## config.mk

```make
export PLATFORM = sky130hd
export DESIGN_NAME = reg_file_cmd_ctrl
export DESIGN_NICKNAME = d
export VERILOG_FILES = /design/src/rtl/reg_file_cmd_ctrl.sv
export SDC_FILE = /design/constraint.sdc
export NUM_CORES = 1
export LEC_CHECK = 0
export CAP_MARGIN = 5
export CORE_MARGIN = 4
export CORE_UTILIZATION = 40
export DETAILED_ROUTE_END_ITERATION = 16
export PLACE_DENSITY = 0.75
export RECOVER_POWER = 50
export SKIP_CTS_REPAIR_TIMING = 1
export SYNTH_ARGS = -nofsm -noshare
export SYNTH_HDL_FRONTEND = slang
export SYNTH_SLANG_ARGS = --single-unit
export TNS_END_PERCENT = 30
```

## constraint.sdc

```tcl
create_clock -name CLK -period 1.5 [get_ports CLK]
set_clock_uncertainty 0.1 [all_clocks]
set_input_delay 0.3 -clock CLK [delete_from_list [all_inputs] [get_ports CLK]]
set_output_delay 0.3 -clock CLK [all_outputs]
set_load 0.05 [all_outputs]
```

## src/rtl/reg_file_cmd_ctrl.sv

```systemverilog
// reg_file_cmd_ctrl: parses UART RX bytes into register-file write/read frames and returns read bytes to UART TX
module reg_file_cmd_ctrl #(
  parameter int               Add_Bus    = 4,
  parameter int               Width      = 8,
  parameter logic [Width-1:0] WR_CMD     = 8'hAA,
  parameter logic [Width-1:0] RD_CMD     = 8'hBB,
  parameter int               RD_TIMEOUT = 15,
  parameter logic [Width-1:0] ERR_BYTE   = 8'hEE
) (
  input  logic               CLK,
  input  logic               RST,
  input  logic [Width-1:0]   RX_P_Data,
  input  logic               RX_D_VLD,
  input  logic [Width-1:0]   RdData,
  input  logic               RdData_Valid,
  input  logic               TX_Busy,
  output logic [Add_Bus-1:0] Address,
  output logic [Width-1:0]   WrData,
  output logic               WrEn,
  output logic               RdEn,
  output logic [Width-1:0]   TX_P_Data,
  output logic               TX_D_VLD,
  output logic               Cmd_Err
);
  localparam int CW = $clog2(RD_TIMEOUT + 1);
  typedef enum logic [3:0] {IDLE, WR_ADDR, WR_DATA, WR_EXEC, RD_ADDR, RD_EXEC, RD_WAIT, TX_WAIT, TX_SEND} state_t;
  state_t state, next;
  logic [CW-1:0] cnt;
  logic timeout;
  // exit RD_WAIT exactly RD_TIMEOUT cycles after entering it
  assign timeout = cnt == CW'(RD_TIMEOUT - 1);
  always_comb begin
    next = state;
    WrEn = state == WR_EXEC;
    RdEn = state == RD_EXEC;
    TX_D_VLD = state == TX_SEND;
    case (state)
      IDLE:    if (RX_D_VLD) next = RX_P_Data == WR_CMD ? WR_ADDR : RX_P_Data == RD_CMD ? RD_ADDR : IDLE;
      WR_ADDR: if (RX_D_VLD) next = WR_DATA;
      WR_DATA: if (RX_D_VLD) next = WR_EXEC;
      WR_EXEC: next = IDLE;
      RD_ADDR: if (RX_D_VLD) next = RD_EXEC;
      RD_EXEC: next = RD_WAIT;
      RD_WAIT: if (RdData_Valid || timeout) next = TX_WAIT;
      TX_WAIT: if (!TX_Busy) next = TX_SEND;
      TX_SEND: if (TX_Busy) next = IDLE;
      default: next = IDLE;
    endcase
  end
  always_ff @(posedge CLK) begin
    if (RST) begin
      state <= IDLE;
      Address <= '0;
      WrData <= '0;
      TX_P_Data <= '0;
      Cmd_Err <= 1'b0;
      cnt <= '0;
    end else begin
      state <= next;
      Cmd_Err <= state == IDLE && RX_D_VLD && RX_P_Data != WR_CMD && RX_P_Data != RD_CMD;
      cnt <= state == RD_WAIT ? cnt + 1'b1 : '0;
      if ((state == WR_ADDR || state == RD_ADDR) && RX_D_VLD) Address <= RX_P_Data[Add_Bus-1:0];
      if (state == WR_DATA && RX_D_VLD) WrData <= RX_P_Data;
      if (state == RD_WAIT) TX_P_Data <= RdData_Valid ? RdData : timeout ? ERR_BYTE : TX_P_Data;
    end
  end
endmodule

```

# ---- Yosys cells after proc, flatten, opt, wreduce, memory -nomap -nowiden
# Cells that the tools add are included.
dict set report totals {
  ff_bits 29
  latchBits 0
  mem_bits_rw 0
  romBits 0
  inputBits 21
  output_inout_bits 24
  word_cells 52
  n_memories 0
}
dict set report op_classes {
  addsub 1
  mul 0
  div_mod_pow 0
  order_cmp 0
  eq_ne 20
  shifts 0
  n_mux 12
  bitwise_logic 1
  reduce_logical 12
}
# op n
set op_table {}
lappend op_table {{one-hot mux 4 bit (8 select lines)} 1}
lappend op_table {{two-way mux 4 bit} 7}
lappend op_table {{== test 4 x 3 -> 1 bit, second input constant} 4}
lappend op_table {{== test 8 bit, second input constant} 2}
lappend op_table {{two-way mux 8 bit} 2}
lappend op_table {{!= test 8 bit, second input constant} 2}
lappend op_table {{!= test 2 bit, second input constant} 7}
lappend op_table {{== test 4 x 2 -> 1 bit, second input constant} 2}
lappend op_table {{== test 4 bit, second input constant} 2}
lappend op_table {{AND reduction 7 bit} 1}
lappend op_table {{two-way mux 3 bit} 2}
lappend op_table {{logical AND 1 bit} 5}
lappend op_table {{adder 4 x 1 -> 4 bit, second input constant} 1}
lappend op_table {{== test 4 x 1 -> 1 bit, second input constant} 1}
lappend op_table {{zero test 4 bit} 1}
lappend op_table {{logical OR 1 bit} 2}
lappend op_table {{AND reduction 2 bit} 1}
lappend op_table {{nonzero test 2 bit} 1}
lappend op_table {{OR reduction 2 bit} 1}
lappend op_table {{inverter 1 bit} 1}

# ---- Logic depth before layout (Yosys ltp)
# Gate-level depths: netlist of the first run.
dict set report logic_depth {
  depth_word 5
  ltp_mapped 6
  depth_no_buf 6
}

# ---- Worst setup path before layout of the first run
# No wires, ideal clock.
dict set report synth_path {
  path_kind {flip-flop to flip-flop}
  startpoint {register state[3]}
  endpoint {register state[0]}
  setup_ns 0.123
  arrival_ns 2.007
  t_required_ns 1.277
  setup_slack_ns -0.730
  stages_incl_launch_ff 5
  path_buffers 0
  period_less_slack_ns 2.230
  cell_sequence {dfxtp_1 nor4b_2 nand2b_1 nand3_2 mux2_1}
}
dict set report synth_via {
  elab_chain_len 3
  word_cells_on_any_way 17
  classes_between {eq/ne: 14; mux: 1; reduce/logical: 2}
}
# element line
set synth_rtl {}
lappend synth_rtl {{from (decl)} 27} ;# state_t state, next;
lappend synth_rtl {{from (signal assigned)} 59} ;# state <= next;
lappend synth_rtl {{== test 4 bit *} -}
lappend synth_rtl {{named net TX_D_VLD} 22} ;# output logic TX_D_VLD,
lappend synth_rtl {{!= test 2 bit (no source line)} -}
lappend synth_rtl {{AND reduction 7 bit (no source line)} -}
# Mark *: on every way through the listed nets, which the timed path passes. The rest lies on a longest branch.
# A chain may end at the register's enable or synchronous reset.

# ---- Worst setup path after layout of the first run
dict set report layout_path {
  startpoint {register state[0]}
  endpoint {output port TX_D_VLD}
}
dict set report layout_via {
  elab_chain_len 1
}
# element line
set layout_rtl {}
lappend layout_rtl {{== test 4 bit} 36} ;# TX_D_VLD = state == TX_SEND;
lappend layout_rtl {{to (decl)} 22}
# Every way passes these cells.

==> metrics.yaml, run 1 <==
root_buffer: "clkbuf_4"
yosysWarningCount: 0
clk_pin_slew_ps: 90
status: "complete, but fails checks"
hold_end: "Cmd_Err"
syn_nets: 149
power_leakage_uw: 0.00100
synth-edff-count: 0
grt-ovfl-total: 0
worstHoldStart: "RX_D_VLD"
worst_slack_ps: -266
rr_endpoint: "Address[1]"
syn_area_um2: 1290
seqPwrFrac_pct: 40.9
area_growth_pct: 86.9
layout_common_cells: "dfxtp_1, buf_4, nor2_1"
min_path_type: "in2reg"
drt_iter0_drc: 81
p_sw_uw: 600
end_kind: "output port"
drtPass1Iterations: 4
dp.cells: 234
required_ps: 1100
gp_congestion: 0.915
finalSetupViolations: 10
grt_max_degree: 13
final_util_pct: 78.3
multiInputGateArea_um2: 778
violations: "setup timing"
cellPowerDensity_nw_per_um2: 865
initial_core_util_pct: 41.9
cp_max_fo: 6
grt_pass1_wl_mm: 6.00
cts_buffer_depth: 2
post-place-ws_ps: -457
p_int_uw: 1480
r2r_cells: 7
drc: 0
whs_path_depth: 4
vias: 1296
instances_no_fill: 245
cts_tree: "yes"
die_w_um: 64.8
critPathArrivalTime_ps: 1370
htreeDepth: 2
grt_setup_unrepaired: "true"
cts_made_buffers: 5
fin_crit_ps: 1770
worst_slew_pin_slew_ps: 331
hold_viol_final: 0
die_h_um: 64.8
cp-startpoint: "state[0]"
switching_share_pct: 28.8
routed_via_density: 5.29
regArea_um2: 597
wirelength_mm: 4.09
final_max_slew_viol_count: 0
ys_types: 40
rows: 20
syn_inst: 126
slew-limit-headroom_pct: 77.7
p_comb_share_pct: 26.3
synthFlopType: "dfxtp_1"
clk_latency_ps: 340
crit_path_top_delay_cell: "dfxtp_4"
crit_path_start_kind: "flip-flop"
dieArea_um2: 4200
diodes: 0
syn_area_per_cell_um2: 10.2
antenna_found_initial: 0
drv_cap: 0
grt_pass1_vias: 1339
dp_hpwl_mm: 2.82
crit_chain: "buf_6 -> nor4b_4 -> buf_4 -> buf_12"
final.period_utilization_pct: 118
worstPathBufferInverterCount: 3
max_stage_delay_ps: 370
drive_gt1_share_pct: 45.8
ys_ff_latch: 29
cts_sinks: 29
max_freq_ghz: 0.566
holdWs_ps: 390
synthArstFlopShare_pct: 0
p_clk_share_pct: 32.9
ys_seq_area_share_pct: 45.0
critPathKind: "reg2out"
top_level_ports: 45
num-nets-final: 223
core_area_um2: 3080
track_usage_pct: 18.6
crit_family: "buffers and inverters"
portBuffers: 44
timing.reg2reg.setup_slack_ps: -70
fill_cells: 191
wl_per_cell_um: 16.7
r2r_start: "state[0]"
peakVddDrop_uv: 653
ant_nets: 0
==> registers in the layout, indices dropped and copies added, names as in the netlist <==
signal	flops
WrData	8
Cmd_Err	1
cnt	4
state	4
Address	4
TX_P_Data	8
==> how the worst max path moves through the flow <==
stage / slack (ps) / end / depth (start not counted)
after floorplan: -350 / state[0] / 4
after global placement: -370 / state[0] / 5
after detailed placement: -460 / state[0] / 5
after CTS: -350 / WrEn / 4
after global routing: -320 / TX_D_VLD / 4
final: -270 / TX_D_VLD / 4
==> through the flow <==
stage / TNS, ps / instance area [µm²] / power (µW)
final: -930 / 2410 / 2080
after global routing: -2140 / 2410 / 2160
after CTS: -1680 / 2300 / 2030
after detailed placement: -5190 / 2220 / 1360
after global placement: -4320 / 2220 / 1340
after floorplan: -1410 / 1320 / 1100
==> metal layers <==
metal | GRT usage [%] | routed length [µm] | vias up
met5 | 0 | 0 | -
met4 | 7.92 | 108 | 0
met3 | 9.01 | 269 | 13
met2 | 31.5 | 2190 | 49
met1 | 19.4 | 1520 | 621
li1 | - | - | 613
==> cells by family (layout without fill, tap and decap cells) <==
group           count (synthesis)  in the layout  synth area share [%]
fa+ha+maj                       2              2                  1.94
simple gates                   51             51                  22.2
flops                          29             29                  45.0
buf+inv                        10             85                  4.46
xor+xnor                        4              4                  2.72
compound gates                 17             17                  13.5
mux                            13             13                  10.2
==> cell usage after synthesis (2+ instances only) <==
| master | count | area share [%] |
|---|---|---|
| a32oi_1 | 2 | 1.4 |
| buf_6 | 2 | 1.7 |
| clkbuf_1 | 2 | 0.58 |
| dfxtp_1 | 29 | 45 |
| ha_1 | 2 | 1.9 |
| inv_2 | 3 | 0.87 |
| mux2i_1 | 12 | 9.3 |
| nand2_1 | 6 | 1.7 |
| nand2b_1 | 2 | 0.97 |
| nand3_1 | 2 | 0.78 |
| nand4_1 | 5 | 2.4 |
| nor2_1 | 22 | 6.4 |
| nor3_1 | 2 | 0.78 |
| o221a_1 | 7 | 6.1 |
| xnor2_1 | 2 | 1.4 |
| xor2_1 | 2 | 1.4 |
==> power groups by stage <==
| stage | logic [µW] | clock network [µW] | registers [µW] |
|---|---|---|---|
| finish | 547 | 685 | 853 |
| global route | 575 | 732 | 858 |
| CTS | 492 | 688 | 854 |
| detailed placement | 490 | 0 | 872 |
| global placement | 476 | 0 | 868 |
| floorplan | 183 | 0 | 921 |
==> area by class of cell <==
cell class / instances / area share [%]
timing repair buffer: 73 / 36.2
multi-input combinational: 87 / 32.3
sequential: 29 / 24.8
clock buffer: 7 / 2.28
tap: 44 / 2.28
clock inverter: 1 / 1.25
inverter: 4 / 0.934
==> worst register-to-register path: stages (launching register included) <==
cell and delay (ps):
dfxtp_4 390, buf_4 130, buf_6 120, xor2_1 170, nand4_1 140, buf_6 170, mux2i_2 200, nor2_1 50
(Power assumes the default switching activity.)
==> run 2: changes to the inputs <==
==> constraint.sdc (replaced) <==
create_clock -name CLK -period 1.4 [get_ports CLK]
set_clock_uncertainty 0.1 [all_clocks]
set_input_delay 0.28 -clock CLK [delete_from_list [all_inputs] [get_ports CLK]]
set_output_delay 0.28 -clock CLK [all_outputs]
set_load 0.05 [all_outputs]
==> run 2 against run 1 <==
Compared with the run above:
- the flow still finishes with violations (setup timing)
- hold slack improved by 23 ps
- non-clock buffer count up 3
- cell area shrank 2.8%
- critical path depth stayed put
- critical path type unchanged
==> metrics.yaml, run 2 (synthesis gave the netlist of run 1 again) <==
clk_pin_slew_ps: 80  # about the same
end_kind: "output port"
wirelength_mm: 3.72  # -9.1%
final.period_utilization_pct: 121
gp_congestion: 0.903  # -1.3%
grt_pass1_vias: 1294  # -3.4%
grt_max_degree: 13  # unchanged
required_ps: 1020  # -80 ps
drc: 0  # unchanged
ant_nets: 0  # unchanged
final_max_slew_viol_count: 0  # unchanged
p_sw_uw: 578  # -3.6%
num-nets-final: 226  # +1.3%
final_common_cell: "buf_4"
tns_ps: -1710  # -784 ps
switching_share_pct: 30.3  # +1.5 points
cts_sinks: 29  # unchanged
diodes: 0  # unchanged
finalSetupViolations: 20  # +10
wl_per_cell_um: 15.1  # -9.4%
cellPowerDensity_nw_per_um2: 815  # -5.7%
drive_gt1_share_pct: 44.1  # -1.7 points
dieArea_um2: 4200  # unchanged
grt_pass1_wl_mm: 5.80  # -3.3%
crit_path_top_delay_cell: "dfxtp_4"
routed_via_density: 5.07  # -4.1%
fin_crit_ps: 1700
portBuffers: 44  # unchanged
area_growth_pct: 81.7
timing.reg2reg.setup_slack_ps: -210  # -140 ps
crit_path_start_kind: "flip-flop"
max_freq_ghz: 0.590
drt_iter0_drc: 41  # -49%
initial_core_util_pct: 41.9  # unchanged
layout_common_cells: "buf_4, dfxtp_1, nor2_1"
critPathKind: "reg2out"
power_leakage_uw: 0.000998  # -0.47%
drtPass1Iterations: 4  # unchanged
hold_viol_final: 0  # unchanged
crit_family: "buffers and inverters"
die_h_um: 64.8  # unchanged
antenna_found_initial: 0  # unchanged
peakVddDrop_uv: 766  # +17%
p_int_uw: 1330  # -10%
track_usage_pct: 18.0  # -0.62 points
dp_hpwl_mm: 2.94  # +4.3%
vias: 1248  # -3.7%
violations: "setup timing"
critPathArrivalTime_ps: 1320  # -50 ps
worst_slack_ps: -295  # -29.3 ps
root_buffer: "clkbuf_4"
grt_setup_unrepaired: "true"
min_path_type: "reg2reg"
cts_tree: "yes"
worstPathBufferInverterCount: 3  # unchanged
seqPwrFrac_pct: 47.6  # +6.7 points
cp_max_fo: 6  # unchanged
cts_made_buffers: 5  # unchanged
die_w_um: 64.8  # unchanged
p_comb_share_pct: 29.4  # +3.1 points
grt-ovfl-total: 0  # unchanged
htreeDepth: 2  # unchanged
crit_chain: "buf_6 -> nor4b_4 -> buf_4 -> buf_12"
reg.largest.list: "TX_P_Data (8), WrData (8)"
worst_slew_pin_slew_ps: 331  # -0.649 ps
clk_latency_ps: 320  # -20 ps
max_stage_delay_ps: 370  # about the same
rows: 20  # unchanged
slew-limit-headroom_pct: 77.8  # about the same
final_util_pct: 76.1  # -2.2 points
drv_cap: 0  # unchanged
cts_buffer_depth: 2  # unchanged
status: "complete, but fails checks"
p_clk_share_pct: 23.0  # -9.9 points
top_level_ports: 45  # unchanged
core_area_um2: 3080  # unchanged
## run 2: cell types whose count changed in the layout (fill, tap and decap cells not counted), sizes merged
cell           change
bufinv             -1
clkinv             +1
clkbuf             -3
clkdlybuf4s50      +1
dlymetal6s2s       -1
buf                +4
## run 2: worst paths after layout
| check | startpoint | cells past startpoint | endpoint |
|---|---|---|---|
| hold reg to reg | TX_P_Data[0] | 2 | TX_P_Data[0] |
| setup / recovery | state[0] | 4 | TX_D_VLD |
| hold / removal | TX_P_Data[0] | 2 | TX_P_Data[0] |
| setup reg to reg | state[1] | 5 | state[0] |
## run 2: layout make-up
class                      count  area [µm²]
clock inverter                 1        5.00
fill                         205         734
sequential                    29         594
tap                           44        55.1
inverter                       4        15.0
timing repair buffer          76         885
clock buffer                   5        37.5
multi-input combinational     87         752
## run 2: through the flow
| step | cell area, µm² | instances | hold slack, ps | setup slack, ps | power (µW) |
|---|---|---|---|---|---|
| floorplan | 1320 | 126 | 300 | -446 | 1180 |
| finish | 2340 | 246 | 413 | -295 | 1910 |
| detailed placement | 2230 | 236 | 428 | -551 | 1460 |
| global placement | 2230 | 236 | 398 | -455 | 1440 |
| CTS | 2270 | 242 | 447 | -390 | 1900 |
| global route | 2340 | 246 | 436 | -334 | 1990 |
## run 2: routing by layer
layer  share of wire [%]  global-route usage [%]  wire length, µm  up-vias
li1                    -                       -                -      615
met1                  37                    17.5             1360      593
met2                  55                    34.4             2050       30
met3                 5.7                    5.72              211       10
met4                 2.4                    7.39               90        0
met5                   0                       0                0        -
## run 2: power groups by stage
stage               registers [µW]  logic, µW  clock network [µW]
global route                   915        597                 482
finish                         910        561                 440
floorplan                      987        196                   0
CTS                            913        532                 451
detailed placement             932        530                   0
global placement               929        514                   0
## run 2: worst register-to-register path: stages, from the launching register on
cell and delay [ps]:
dfxtp_4 380, buf_4 140, and4_4 170, o31ai_4 240, nand3_2 160, mux2_4 320
==> run 3: changes to the inputs <==
--- a/config.mk
+++ b/config.mk
@@ -9,7 +9,7 @@
 export CORE_MARGIN = 4
 export CORE_UTILIZATION = 40
 export DETAILED_ROUTE_END_ITERATION = 16
-export PLACE_DENSITY = 0.75
+export PLACE_DENSITY = 0.87
 export RECOVER_POWER = 50
 export SKIP_CTS_REPAIR_TIMING = 1
 export SYNTH_ARGS = -nofsm -noshare
==> run 3 against run 2 <==
Compared with the run above:
- the run still ends with setup timing left
- setup slack better by 2.7 ps
- sequential share of layout area is 0.96 points higher
- via count is 3.4% higher
- clock power increased by 71%
- sequential power shrank 0.4%
- clock-buffer cell count is 1 higher
- critical path type is now reg2reg
- critical endpoint is now state[0]
- largest cell class unchanged
==> metrics.yaml, run 3 (synthesis gave the netlist of run 1 again) <==
status: "complete, but fails checks"
violations: "setup timing"
final_max_slew_viol_count: 0  # unchanged
dp_hpwl_mm: 2.90  # -1.4%
ant_nets: 0  # unchanged
worst_slack_ps: -292  # +2.74 ps
total_power_uw: 2220  # +16%
cts_buffer_depth: 2  # unchanged
cellPowerDensity_nw_per_um2: 979  # +20%
crit_chain: "buf_4 -> buf_6 -> and4_4 -> o31ai_4 -> nand3_2 -> mux2_4"
reg.largest.list: "TX_P_Data (8), WrData (8)"
cp_max_fo: 4  # -2
gp_congestion: 0.901  # -0.22%
crit_path_top_delay_cell: "dfxtp_4"
r2r_start: "state[1]"
cts_tree: "yes"
max_freq_ghz: 0.591  # +0.16%
post-place-ws_ps: -582  # -30.9 ps
power_leakage_uw: 0.00103  # +2.7%
critPathKind: "reg2reg"
cts_sinks: 29  # unchanged
slew-limit-headroom_pct: 76.9  # -0.90 points
initial_core_util_pct: 41.9  # unchanged
fill_cells: 200  # -2.4%
root_buffer: "clkbuf_4"
final_common_cell: "buf_4"
end_kind: "flip-flop"
drc: 0  # unchanged
grt_max_degree: 13  # unchanged
hold_end: "WrData[6]"
critPathArrivalTime_ps: 1840  # +520 ps
multiInputGateArea_um2: 707  # -6.0%
dieArea_um2: 4200  # unchanged
worst_slew_pin_slew_ps: 344  # +13.4 ps
wl_per_cell_um: 16.5  # +9.2%
drv_cap: 0  # unchanged
top_level_ports: 45  # unchanged
clk_latency_ps: 360  # +40 ps
diodes: 0  # unchanged
grt_pass1_vias: 1348  # +4.2%
worstPathBufferInverterCount: 2  # -1
rows: 20  # unchanged
finalSetupViolations: 27  # +35%
dp.cells: 234  # -0.85%
drtPass1Iterations: 4  # unchanged
vias: 1290  # +3.4%
htreeDepth: 2  # unchanged
fin_crit_ps: 1690  # -2.74 ps
cts_made_buffers: 5  # unchanged
portBuffers: 44  # unchanged
hold_viol_final: 0  # unchanged
drive_gt1_share_pct: 43.9  # -0.16 points
clk_pin_slew_ps: 100  # +20 ps
drt_iter0_drc: 55  # +34%
grt-ovfl-total: 0  # unchanged
core_area_um2: 3080  # unchanged
routed_via_density: 5.18  # +2.1%
crit_path_start_kind: "flip-flop"
layout_common_cells: "buf_4, dfxtp_1, nor2_1"
regArea_um2: 597  # +0.42%
min_path_type: "in2reg"
antenna_found_initial: 0  # unchanged
rr_endpoint: "state[0]"
whs_path_depth: 3  # +1
num-nets-final: 227  # +0.44%
track_usage_pct: 19.7  # +1.7 points
worstHoldStart: "RX_P_Data[6]"
die_w_um: 64.8  # unchanged
timing.reg2reg.setup_slack_ps: -290  # -80 ps
die_h_um: 64.8  # unchanged
area_growth_pct: 75.8
crit_family: "flip-flops"
peakVddDrop_uv: 828  # +8.2%
max_stage_delay_ps: 380  # about the same
cp-startpoint: "state[1]"
required_ps: 1540  # +520 ps
final.period_utilization_pct: 121  # -0.20 points
r2r_cells: 6  # +1
instances_no_fill: 249  # +1.2%
wirelength_mm: 4.11  # +10%
grt_pass1_wl_mm: 6.27  # +8.1%
grt_setup_unrepaired: "true"
[run 3: cell count changes in the layout (fill, tap and decap cells not counted), sizes merged]
cell and change:
clkinvlp +1, bufinv +1, clkdlybuf4s50 -4, clkinv -1, dlymetal6s2s +4, buf +2
[run 3: how the worst max path moves through the flow]
| stage | slack (ps) | cells past startpoint | endpoint |
|---|---|---|---|
| after floorplan | -450 | 4 | state[0] |
| final | -290 | 6 | state[0] |
| after global routing | -350 | 6 | state[0] |
| after detailed placement | -580 | 5 | state[0] |
| after CTS | -470 | 3 | RdEn |
| after global placement | -470 | 5 | state[0] |
[run 3: report_power, final]
group	leakage, µW	switching (µW)	internal (µW)
registers	0.000238	44.9	861
logic	0.000743	275	286
clock network	0.0000445	329	424
[run 3: worst min-delay path: cells and delay by family]
kind	cells	cell delay, ps
AND/OR/NAND/NOR	1	90
multiplexers	1	70
buffers and inverters	1	100
[run 3: per-layer routing]
metal  routed length, µm  track usage [%]  vias up
met5                   0                0        -
met4                  61             9.50        0
met3                 268             8.32        6
met2                2250             35.1       48
met1                1530             19.5      611
li1                    -                -      625
[run 3: final cells by class]
class                   instances  area share [%]
multi-input cells              87            31.2
well taps                      44            2.43
repair buffers                 77            35.4
inverters                       4           0.773
clock inverters                 2            1.66
flip-flops and latches         29            26.3
clock buffers                   6            2.26
[run 3: per-stage QoR]
| stage | area [µm²] | utilization [%] | TNS, ps | hold slack [ps] |
|---|---|---|---|---|
| 2_1_floorplan | 1320 | - | -2340 | 300 |
| 3_3_place_gp | 2230 | 72.4 | -6310 | 395 |
| 3_5_place_dp | 2230 | 72.4 | -7150 | 416 |
| 4_1_cts | 2320 | 75.3 | -4360 | 459 |
| 5_1_grt | 2270 | 73.7 | -5050 | 145 |
| 6_report | 2270 | 73.7 | -2950 | 111 |
